`src/rtl/fetch_stage.sv`:
```
// fetch_stage: instruction fetch stage with PC, IF/ID register and an
// instruction-memory request/ready handshake.
// States: BOOT (one cycle after reset), FETCH (normal operation) and
// DRAIN (a redirect arrived while a request was still outstanding).
// Optional feature: define FETCH_PERF_CNT_EN to add the FetchCount and
// BubbleCount performance counter outputs.
module fetch_stage (
  input  logic        clk,
  input  logic        Reset,
  input  logic        PCWrite,
  input  logic        Stall,
  input  logic        Flush,
  input  logic [1:0]  PCSrc,
  input  logic        BranchTaken,
  input  logic [31:0] BranchTarget,
  input  logic [31:0] JumpTarget,
  output logic        ImemReq,
  output logic [31:0] ImemAddr,
  input  logic        ImemReady,
  input  logic [31:0] ImemData,
  output logic [31:0] Instr,
  output logic [31:0] InstrPC,
  output logic [31:0] InstrPC4,
  output logic        InstrValid
`ifdef FETCH_PERF_CNT_EN
  ,
  output logic [31:0] FetchCount,
  output logic [31:0] BubbleCount
`endif
);

  // Opcode field all ones marks the bubble instruction.
  localparam logic [31:0] NOP = 32'hFC000000;

  typedef enum logic [1:0] {
    BOOT  = 2'd0,
    FETCH = 2'd1,
    DRAIN = 2'd2
  } state_t;

  state_t      state_q;
  logic [31:0] pc_q;
  logic        req_q;
  logic [31:0] addr_q;
  logic [31:0] instr_q;
  logic [31:0] ipc_q;
  logic [31:0] ipc4_q;
  logic        vld_q;

  logic        redirect;
  logic [31:0] redir_pc;
  logic        hold;
  logic        capture;
  logic [31:0] pc_inc;

  // Sequential successor; wraps naturally at 2^32.
  function automatic logic [31:0] next_seq(input logic [31:0] pc);
    return pc + 32'd4;
  endfunction

  // Redirect targets are forced to word alignment.
  function automatic logic [31:0] align_word(input logic [31:0] tgt);
    return tgt & ~32'h0000_0003;
  endfunction

  // Decode redirect request and qualify a normal capture.
  always_comb begin
    redirect = 1'b0;
    redir_pc = '0;
    case (PCSrc)
      2'b01: begin
        redirect = BranchTaken;
        redir_pc = align_word(BranchTarget);
      end
      2'b10: begin
        redirect = 1'b1;
        redir_pc = align_word(JumpTarget);
      end
      default: begin
        redirect = 1'b0;
        redir_pc = '0;
      end
    endcase
    pc_inc  = next_seq(pc_q);
    hold    = Stall | ~PCWrite;
    capture = (state_q == FETCH) & ~redirect & ~Flush & ~hold & ImemReady;
  end

  // Fetch FSM: PC, request handshake and IF/ID register, all registered.
  always_ff @(posedge clk or posedge Reset) begin
    if (Reset) begin
      state_q <= BOOT;
      pc_q    <= '0;
      req_q   <= 1'b0;
      addr_q  <= '0;
      instr_q <= NOP;
      ipc_q   <= '0;
      ipc4_q  <= '0;
      vld_q   <= 1'b0;
    end else begin
      case (state_q)
        BOOT: begin
          state_q <= FETCH;
          req_q   <= 1'b1;
          addr_q  <= pc_q;
        end
        FETCH: begin
          if (redirect) begin
            // Data arriving this cycle belongs to the wrong path.
            pc_q    <= redir_pc;
            instr_q <= NOP;
            vld_q   <= 1'b0;
            if (ImemReady) begin
              addr_q <= redir_pc;
            end else begin
              // Old request still pending: keep it on the bus until it completes.
              state_q <= DRAIN;
            end
          end else if (Flush) begin
            instr_q <= NOP;
            vld_q   <= 1'b0;
          end else if (capture) begin
            instr_q <= ImemData;
            ipc_q   <= pc_q;
            ipc4_q  <= pc_inc;
            vld_q   <= 1'b1;
            pc_q    <= pc_inc;
            addr_q  <= pc_inc;
          end
        end
        DRAIN: begin
          // Redirect/Flush still take effect, but DRAIN only ends on ImemReady.
          if (redirect) begin
            pc_q    <= redir_pc;
            instr_q <= NOP;
            vld_q   <= 1'b0;
          end else if (Flush) begin
            instr_q <= NOP;
            vld_q   <= 1'b0;
          end
          if (ImemReady) begin
            state_q <= FETCH;
            addr_q  <= redirect ? redir_pc : pc_q;
          end
        end
        default: begin
          state_q <= BOOT;
          req_q   <= 1'b0;
        end
      endcase
    end
  end

  assign ImemReq    = req_q;
  assign ImemAddr   = addr_q;
  assign Instr      = instr_q;
  assign InstrPC    = ipc_q;
  assign InstrPC4   = ipc4_q;
  assign InstrValid = vld_q;

`ifdef FETCH_PERF_CNT_EN
  logic [31:0] fetch_cnt_q;
  logic [31:0] bubble_cnt_q;

  // Count captured instructions and post-boot cycles with an empty IF/ID.
  always_ff @(posedge clk or posedge Reset) begin
    if (Reset) begin
      fetch_cnt_q  <= '0;
      bubble_cnt_q <= '0;
    end else begin
      if (capture) begin
        fetch_cnt_q <= fetch_cnt_q + 32'd1;
      end
      if ((state_q != BOOT) && !vld_q) begin
        bubble_cnt_q <= bubble_cnt_q + 32'd1;
      end
    end
  end

  assign FetchCount  = fetch_cnt_q;
  assign BubbleCount = bubble_cnt_q;
`endif

endmodule

```
`config.mk`:
```
export PLATFORM = sky130hd
export DESIGN_NAME = fetch_stage
export DESIGN_NICKNAME = d
export VERILOG_FILES = /design/src/rtl/fetch_stage.sv
export SDC_FILE = /design/constraint.sdc
export NUM_CORES = 1
export LEC_CHECK = 0
export ABC_AREA = 1
export CORE_ASPECT_RATIO = 1.75
export CORE_MARGIN = 2
export CORE_UTILIZATION = 35
export DETAILED_ROUTE_END_ITERATION = 8
export PLACE_DENSITY = 0.7
export SYNTH_ARGS = -nofsm -noshare
export SYNTH_HDL_FRONTEND = slang
export SYNTH_SLANG_ARGS = --single-unit
export TNS_END_PERCENT = 1
```
`constraint.sdc`:
```
create_clock -name clk -period 4.95 [get_ports clk]
set_input_delay 0.99 -clock clk [delete_from_list [all_inputs] [get_ports clk]]
set_output_delay 0.99 -clock clk [all_outputs]
set_load 0.01 [all_outputs]
```
Yosys cells after proc, flatten, opt, wreduce, memory -nomap -nowiden
Cells that the tools add are included.
Operators by class
  add/subtract/negate cells: 1
  eq/ne operators: 12
  muxes and demuxes: 28
  bitwise operators: 9
  reductions and logical operators: 9
Operators with widths (count)
  2-to-1 mux 32 bit: 12
  one-hot mux 32 bit (2 select lines): 3
  one-hot mux 32 bit (3 select lines): 1
  adder 32 x 3 -> 32 bit, second input constant: 1
  inequality test 3 bit, second input constant: 4
  AND reduction 3 bit: 3
  2-to-1 mux 2 bit: 3
  inequality test 2 bit, second input constant: 3
  one-hot mux 1 bit (2 select lines): 3
  one-hot mux 2 bit (3 select lines): 1
  2-to-1 mux 1 bit: 5
  AND reduction 5 bit: 1
  bitwise AND 1 bit: 4
  equality test 2 x 1 -> 1 bit, second input constant: 2
  equality test 2 bit, second input constant: 2
  inequality test 4 bit, second input constant: 1
  NOT 1 bit: 4
  AND reduction 4 bit: 1
  nonzero test 3 bit: 1
  zero test 2 bit: 1
  nonzero test 2 bit: 1
  OR reduction 2 bit: 1
  bitwise OR 1 bit: 1
Word-level totals
  bits in registers: 164
  input bits: 105
  logic and storage cells: 67

Depth between registers and ports, before layout
  depth after elaboration: 11
  depth in mapped cells: 14

Worst setup path after synthesis
OpenSTA, ideal clock, no wires.
  kind: input port to flip-flop
  start: input port PCSrc[1]
  end: register instr_q[0] (netlist: Instr[0])
  library setup time: 0.065 ns
  data arrival time: 2.441 ns
  data required time: 4.885 ns
  setup slack: 2.444 ns
  cell stages on the path: 12
  cells stage by stage: inv_1 -> ha_1 -> nand2_1 -> a21oi_4 -> nor2_2 -> nand3_2 -> nand3_1 -> o21ai_2 -> nor2_4 -> clkbuf_1 -> nand3_1 -> nand2_1
On the way
  longest elaborated chain between the ends: 9
RTL lines
  from (decl): RTL line 13  | input logic [1:0] PCSrc,
  equality test 2 bit / equality test 2 x 1 -> 1 bit (equally long branches): RTL line 70  | case (PCSrc)
  one-hot mux 1 bit (2 select lines) (*): RTL line 70
  NOT 1 bit (no source line)
  bitwise AND 1 bit (4 in a row): RTL line 86  | capture = (state_q == FETCH) & ~redirect & ~Flush & ~hold & ImemReady;
  inequality test 4 bit (no source line)
  AND reduction 3 bit (no source line)
  to (signal assigned): RTL line 123  | instr_q <= ImemData;
  to (decl): RTL line 45  | logic [31:0] instr_q;
Mark *: on every way between the ends. The rest lies on a longest branch, timed or not.
A chain may end at the register's enable or synchronous reset.

Final worst setup path
  start: input port PCSrc[1]
  end: register pc_q[8]
On the way
  longest elaborated chain between the ends: 9
RTL lines
  equality test 2 bit / equality test 2 x 1 -> 1 bit (equally long branches): RTL line 70
  one-hot mux 1 bit (2 select lines): RTL line 70
  NOT 1 bit (no source line)
  bitwise AND 1 bit (4 in a row): RTL line 86
  inequality test 3 bit (no source line)
  AND reduction 3 bit (no source line)
  to (signal assigned): RTL line 110  | pc_q <= redir_pc;
  to (signal assigned): RTL line 127  | pc_q <= pc_inc;
  to (signal assigned): RTL line 134  | pc_q <= redir_pc;
  to (decl): RTL line 42  | logic [31:0] pc_q;
Parallel ways exist; a longest one is shown, timed or not.

==> results.yml <==
die:
  die_x_um: 123
  initial_utilization: 0.354
  ios: 235
  dieArea_um2: 26100
  die_h_um: 212
  coreArea_um2: 24500
  rows: 76
grt:
  grt-ovfl-total: 0
  grt_max_degree: 110
  first_global_vias: 8584
  grt_pass1_wl_um: 45200
  antenna_found_initial: 0
  grt_usage: 0.226
power:
  p_leak_nw: 5.78
  irDropWorstVdd_v: 0.000437
  p_per_area_nw_per_um2: 661
  power_switching_mw: 3.28
  switching_share: 0.420
  power_mw: 7.82
  p_seq_frac: 0.313
  clkPwrFrac: 0.177
  comb_power_share: 0.510
  cell_internal_pwr_mw: 4.54
logic_synthesis:
  ys_seq_elements: 162
  syn_inst: 1194
  avgSynthCellArea_um2: 7.26
  netlist.area_leader.share: 0.450
  yosysWarnings: 0
  ys_seq_area_frac: 0.468
  synth_area_leaders: "dfrtp_1 (45%), nand2_1 (21%), nor2_1 (4.8%)"
  synthesis.area_um2: 8670
  synthesis.nets: 1306
  ys_types: 31
  synth_top_area_cell: "dfrtp_1"
clock_network:
  cts.htree.levels: 4
  numCtsBuffers: 17
  cts-hold-fix-buffers: 0
  cts_setup_buffers: 0
  clock_latency_ps: 440
  cts.sink_count: 162
  cts_buffer_depth: 2
  postCtsResizedCells: 0
  cts_tree: "done"
  cts_root_buf: "clkbuf_16"
  clk_pin_slew_ps: 60
timing:
  finalSetupTns_ps: 0
  slew_viol_final: 0
  fin_worst_skew_ps: 8.74
  hold_slack_ps: 481
  rsz0062_at_grt: "false"
  period_share: 0.731
  tightest_slew_ps: 1110
  fin_crit_ps: 3620
  maxSlewHeadroom: 0.262
  fmax_mhz: 276
  hold_viol: 0
  setup_viol: 0
status:
  status: "complete, no violations"
detailed_routing:
  wl_per_cell_um: 16.7
  drt_wl_total_um: 28700
  dr.pass1.iters: 5
  via_count: 8709
  drt_iter0_drc: 569
  via_per_inst: 5.08
  antenna_left: 0
  drc: 0
worst_setup_path:
  crit_required_ps: 5310
  crit_arrival_ps: 3980
  crit_slowest_cell: "nor2_4"
  cpPeakStageDelay_ps: 620
  worstSetupPathType: "primary input to flip-flop"
  cp_max_fo: 32
  cpMostUsedCell: "nor2_1"
  crit_path_start_kind: "primary input"
  end_kind: "flip-flop"
  crit_chain: "clkdlybuf4s50_1 -> inv_1 -> ha_1 -> nand2_1 -> a21oi_4 -> nor2_2 -> nand3_4 -> inv_2 -> nor2_1 -> nor2_4 -> nor2_1 -> a31oi_1"
placement:
  port_buffers: 230
  dpl_cell_area_um2: 11200
  place_congestion: 0.870
  place.detailed.hpwl_um: 20300
finish:
  fin_nets: 1502
  drive_gt1_frac: 0.0471
  finish.instance_area_um2: 11800
  diodes: 0
  fillers: 2425
  syn_to_final_growth_pct: 36.4
  mostFrequentLayoutCell: "nand2_1"
  layout_common_cells: "nand2_1 (491), clkdlybuf4s50_1 (230), dfrtp_1 (156)"
job:
  max_cap_violations: 0
hold_path:
  min_path_type: "flip-flop to flip-flop"
per-stage QoR:
step            util  std cells  worst slack [ps]
2_1_floorplan      -       1194              1910
3_3_place_gp   0.457       1683               972
3_5_place_dp   0.457       1683               886
4_1_cts        0.482       1713              1330
5_1_grt        0.482       1713               978
6_report       0.482       1713              1330
power by group through the flow:
stage	combinational (mW)	clock [mW]	sequential, mW
5_1_grt	4.44	1.46	2.53
3_3_place_gp	3.93	0	2.44
4_1_cts	4.03	1.41	2.45
6_report	3.99	1.38	2.45
2_1_floorplan	2.05	0	2.59
3_5_place_dp	4.00	0	2.46
synth_stat cells (all sizes together):
| cell type | number |
|---|---|
| nor4 | 6 |
| and2 | 2 |
| xor2 | 14 |
| ha | 7 |
| dfstp | 6 |
| inv | 62 |
| dfrtp | 156 |
| a22oi | 12 |
| nand2 | 492 |
| nor3b | 1 |
| o21ai | 75 |
| xnor2 | 1 |
| a31oi | 15 |
| buf | 23 |
| clkbuf | 46 |
| o211ai | 5 |
| o22ai | 1 |
| clkinv | 1 |
| a22o | 30 |
| a21oi | 60 |
| nand3 | 64 |
| nor2 | 115 |
path summary, 6_finish.rpt:
check / cells past startpoint / from / slack [ps] / to
hold / removal: 2 / InstrPC[12]$_DFFE_PP0P_ / 480 / InstrPC[12]$_DFFE_PP0P_
hold reg to reg: 2 / InstrPC[12]$_DFFE_PP0P_ / 480 / InstrPC[12]$_DFFE_PP0P_
setup reg to reg: 8 / state_q[1]$_DFFE_PP0P_ / 2040 / pc_q[8]$_DFFE_PP0P_
setup / recovery: 12 / PCSrc[1] / 1330 / pc_q[8]$_DFFE_PP0P_
min in group asynchronous: 2 / Reset / 1010 / InstrPC4[16]$_DFFE_PP0P_
max in group asynchronous: 3 / Reset / 2880 / InstrPC4[7]$_DFFE_PP0P_
registers in the layout (all words and copies together), names as in the netlist:
signal	count
ImemAddr	32
InstrPC	32
Instr	32
pc_q	32
InstrPC4	30
state_q	2
ImemReq	1
InstrValid	1
area by class of cell:
cell class              count  area [um2]  share of cell area
inverters                  63         240              0.0203
well taps                 312         390              0.0330
repair buffers            246        2430               0.206
flip-flops and latches    162        4060               0.343
clock inverters             9         130              0.0110
clock buffers              21         480              0.0406
multi-input cells         900        4100               0.346
kinds of logic (layout without fill, tap and decap cells):
family | Yosys count | count (layout) | share of synthesized area
AND/OR/NAND/NOR | 680 | 680 | 0.309
flip-flops | 162 | 162 | 0.468
buffers and inverters | 132 | 339 | 0.0609
adder cells (fa/ha/maj) | 7 | 7 | 0.0101
AO/OA/AOI/OAI | 198 | 198 | 0.136
XOR/XNOR | 15 | 15 | 0.0151
critical path: cells and delay by family:
| kind | cells | cell delay (ps) |
|---|---|---|
| adder cells (fa/ha/maj) | 1 | 190 |
| buffers and inverters | 3 | 1120 |
| AO/OA/AOI/OAI | 2 | 250 |
| AND/OR/NAND/NOR | 6 | 1420 |
routing by layer:
metal | global-route usage | part of all wire | vias up
li1 | - | - | 4229
met1 | 0.254 | 0.37 | 4096
met2 | 0.388 | 0.52 | 303
met3 | 0.0378 | 0.051 | 81
met4 | 0.148 | 0.063 | 0
met5 | 0 | 0 | -
Note: power is estimated with default switching activity, not from simulation.
==> patch (config.mk and constraints unchanged) <==
Add a define of `FETCH_PERF_CNT_EN`.
--- a/src/rtl/fetch_stage.sv
+++ b/src/rtl/fetch_stage.sv
@@ -5,4 +5,6 @@
 // Optional feature: define FETCH_PERF_CNT_EN to add the FetchCount and
 // BubbleCount performance counter outputs.
+`define FETCH_PERF_CNT_EN
+
 module fetch_stage (
   input  logic        clk,
Formal check against the unedited RTL (old outputs only; new: BubbleCount and FetchCount): equivalent (Yosys induction, for registers that start in step).
==> patch against the original RTL <==
  * Sequential cell count up 64
  * Combinational power up 22%
  * Critical path depth down 1
  * Cell area up 37%
  * Worst setup slack worse by 37 ps
  * Synthesized area up 40%
  * Critical path type unchanged
  * Routed wire length up 39%
  * Total power up 26%
  * Largest power group unchanged
==> patch: results (changes against the original RTL) <==
[status]
status = finished clean  ; unchanged

[power_and_ir_drop]
max-vdd-ir-drop_v = 0.000214  ; was 0.000437 V
swShare_pct = 42.6  ; was 42.0%
cellLeakagePower_uw = 0.00768  ; was 0.00578 uW

[logic_synthesis]
yosysWarnings = 0  ; unchanged
netlist_top_cells_area = dfrtp_1 (45%), nand2_1 (19%), nor2_1 (5.0%)  ; was dfrtp_1 (45%), nand2_1 (21%), nor2_1 (4.8%)
synth.avg_cell_area_sq_um = 7.51  ; was 7.26 sq um
synthMuxAreaShare_pct = 0  ; unchanged
synthArstFlopShare_pct = 100  ; unchanged
synth-compound-area-share_pct = 9.60  ; was 13.6%
synthTopCellsByCount = nand2_1 (623), dfrtp_1 (220), nor2_1 (163), nand3_1 (86), inv_1 (83)  ; was nand2_1 (492), dfrtp_1 (156), nor2_1 (110), o21ai_0 (73), nand3_1 (63)
netlist-cell-type-count = 39  ; was 31
yosysSeqAreaShare_pct = 46.5  ; was 46.8%
synthXorXnorAreaFrac_pct = 5.11  ; was 1.51%
synth_nets = 1736  ; was 1306
synthAdderAreaFrac_pct = 1.03  ; was 1.01%

[detailed_routing]
avgRoutedWirePerCell_um = 17.0  ; was 16.7 um
first_pass_iters = 5  ; unchanged
dr.first_iter.drc_count = 726  ; was 569
via_per_inst = 4.97  ; was 5.08
vias = 11700  ; was 8709

[setup_path]
arrival_ps = 4120  ; was 3980 ps
crit_slowest_cell = nand3_2  ; was nor2_4
cpPeakStageDelay_ps = 650  ; was 620 ps
reg2reg_depth = 9  ; was 8
cp_top_family = simple AND/OR/NAND/NOR gates  ; unchanged
critical_path_peak_fanout = 34  ; was 32

[global_routing]
grt_max_degree = 128  ; was 110
track_usage_pct = 21.7  ; was 22.6%
grt_pass1_wl_um = 63300  ; was 45200 um
grt_remaining_overflow = 0  ; unchanged
grt_pass1_vias = 11500  ; was 8584
antenna_found_initial = 0  ; unchanged

[placed_design]
io_buffers = 294  ; was 230
pre_cts_ws_ps = 759  ; was 886 ps
globalplace.congestion = 0.922  ; was 0.870
dp_cells = 2312  ; was 1683
hpwl_um = 30100  ; was 20300 um

[layout]
drive_gt1_share_pct = 5.01  ; was 4.71%
fillers = 3370  ; was 2425
num-nets-final = 1993  ; was 1502
n_antenna_cell = 0  ; unchanged

[clock_network]
cts_buffer_depth = 3  ; was 2
h-tree-depth = 1  ; was 4
cts-resized-gates = 0  ; unchanged
cts_buffers = 24  ; was 17
clkSlewWorstSetupHoldPaths_ps = 70
post_cts_buffers = 0  ; unchanged
root_buffer = clkbuf_16  ; unchanged
clk_latency_ps = 530  ; was 440 ps

[hold_path]
hp-class = flop to flop  ; unchanged
hold_depth = 2  ; unchanged

[sta]
finalClockSkew_ps = 20.4  ; was 8.74 ps
setup-tns-final_ps = 0  ; unchanged
tightest_slew_ps = 1050  ; was 1110 ps

==> patch: area by class of cell <==
class                   instances  share of cell area, %
multi-input cells            1223                   35.5
flip-flops and latches        226                   34.8
repair buffers                311                   19.0
clock buffers                  39                   4.48
well taps                     460                   3.54
inverters                      92                   2.15
clock inverters                 5                  0.484
==> patch: routing by layer <==
metal,wire length [um],up-vias,global-route usage (%),part of all wire (%)
met5,0,-,0,0
met4,1540,0,8.74,3.9
met3,1990,83,2.44,5.0
met2,20700,457,39.8,52
met1,15700,5477,25.7,39
li1,-,5695,-,-
==> patch: cell families (layout without fill, tap and decap cells) <==
group / count (synthesis) / count (layout)
buffers and inverters: 172 / 447
XOR/XNOR: 71 / 71
AO/OA/AOI/OAI: 199 / 199
AND/OR/NAND/NOR: 943 / 943
flip-flops: 226 / 226
adder cells (fa/ha/maj): 10 / 10
==> patch: per-stage QoR <==
step / util [%] / total power (uW) / cell area [sq um]
after floorplan: - / 5940 / 12200
after global placement: 45.0 / 7920 / 15500
after detailed placement: 45.0 / 8030 / 15500
after CTS: 47.4 / 9940 / 16300
after global routing: 47.4 / 10600 / 16300
final: 47.4 / 9860 / 16300
==> patch: path summary, 6_finish.rpt <==
path / from / to / slack (ps)
worst max-delay path: PCSrc[0] / ImemAddr[24]$_DFFE_PP0P_ / 1290
worst min-delay path: Instr[26]$_DFFE_PP1P_ / Instr[26]$_DFFE_PP1P_ / 460
worst max register to register: state_q[1]$_DFFE_PP0P_ / pc_q[9]$_DFFE_PP0P_ / 1610
worst min register to register: Instr[26]$_DFFE_PP1P_ / Instr[26]$_DFFE_PP1P_ / 460
max in group asynchronous: Reset / InstrPC4[24]$_DFFE_PP0P_ / 3320
min in group asynchronous: Reset / BubbleCount[6]$_DFFE_PP0P_ / 990
==> patch: power groups by stage <==
stage,clock network [uW],logic (uW),registers [uW]
2_1_floorplan,0,2740,3210
3_3_place_gp,0,4790,3130
3_5_place_dp,0,4880,3160
4_1_cts,1910,4890,3130
5_1_grt,1980,5420,3220
6_report,1860,4860,3140
==> patch: worst reg2reg max path, stage by stage, from the launching register on <==
cell and delay (ps):
dfrtp_1 410, inv_1 140, ha_1 800, buf_4 380, nor2_1 110, inv_1 440, nand2_1 400, buf_4 330
a21oi_1 140, a22oi_1 70
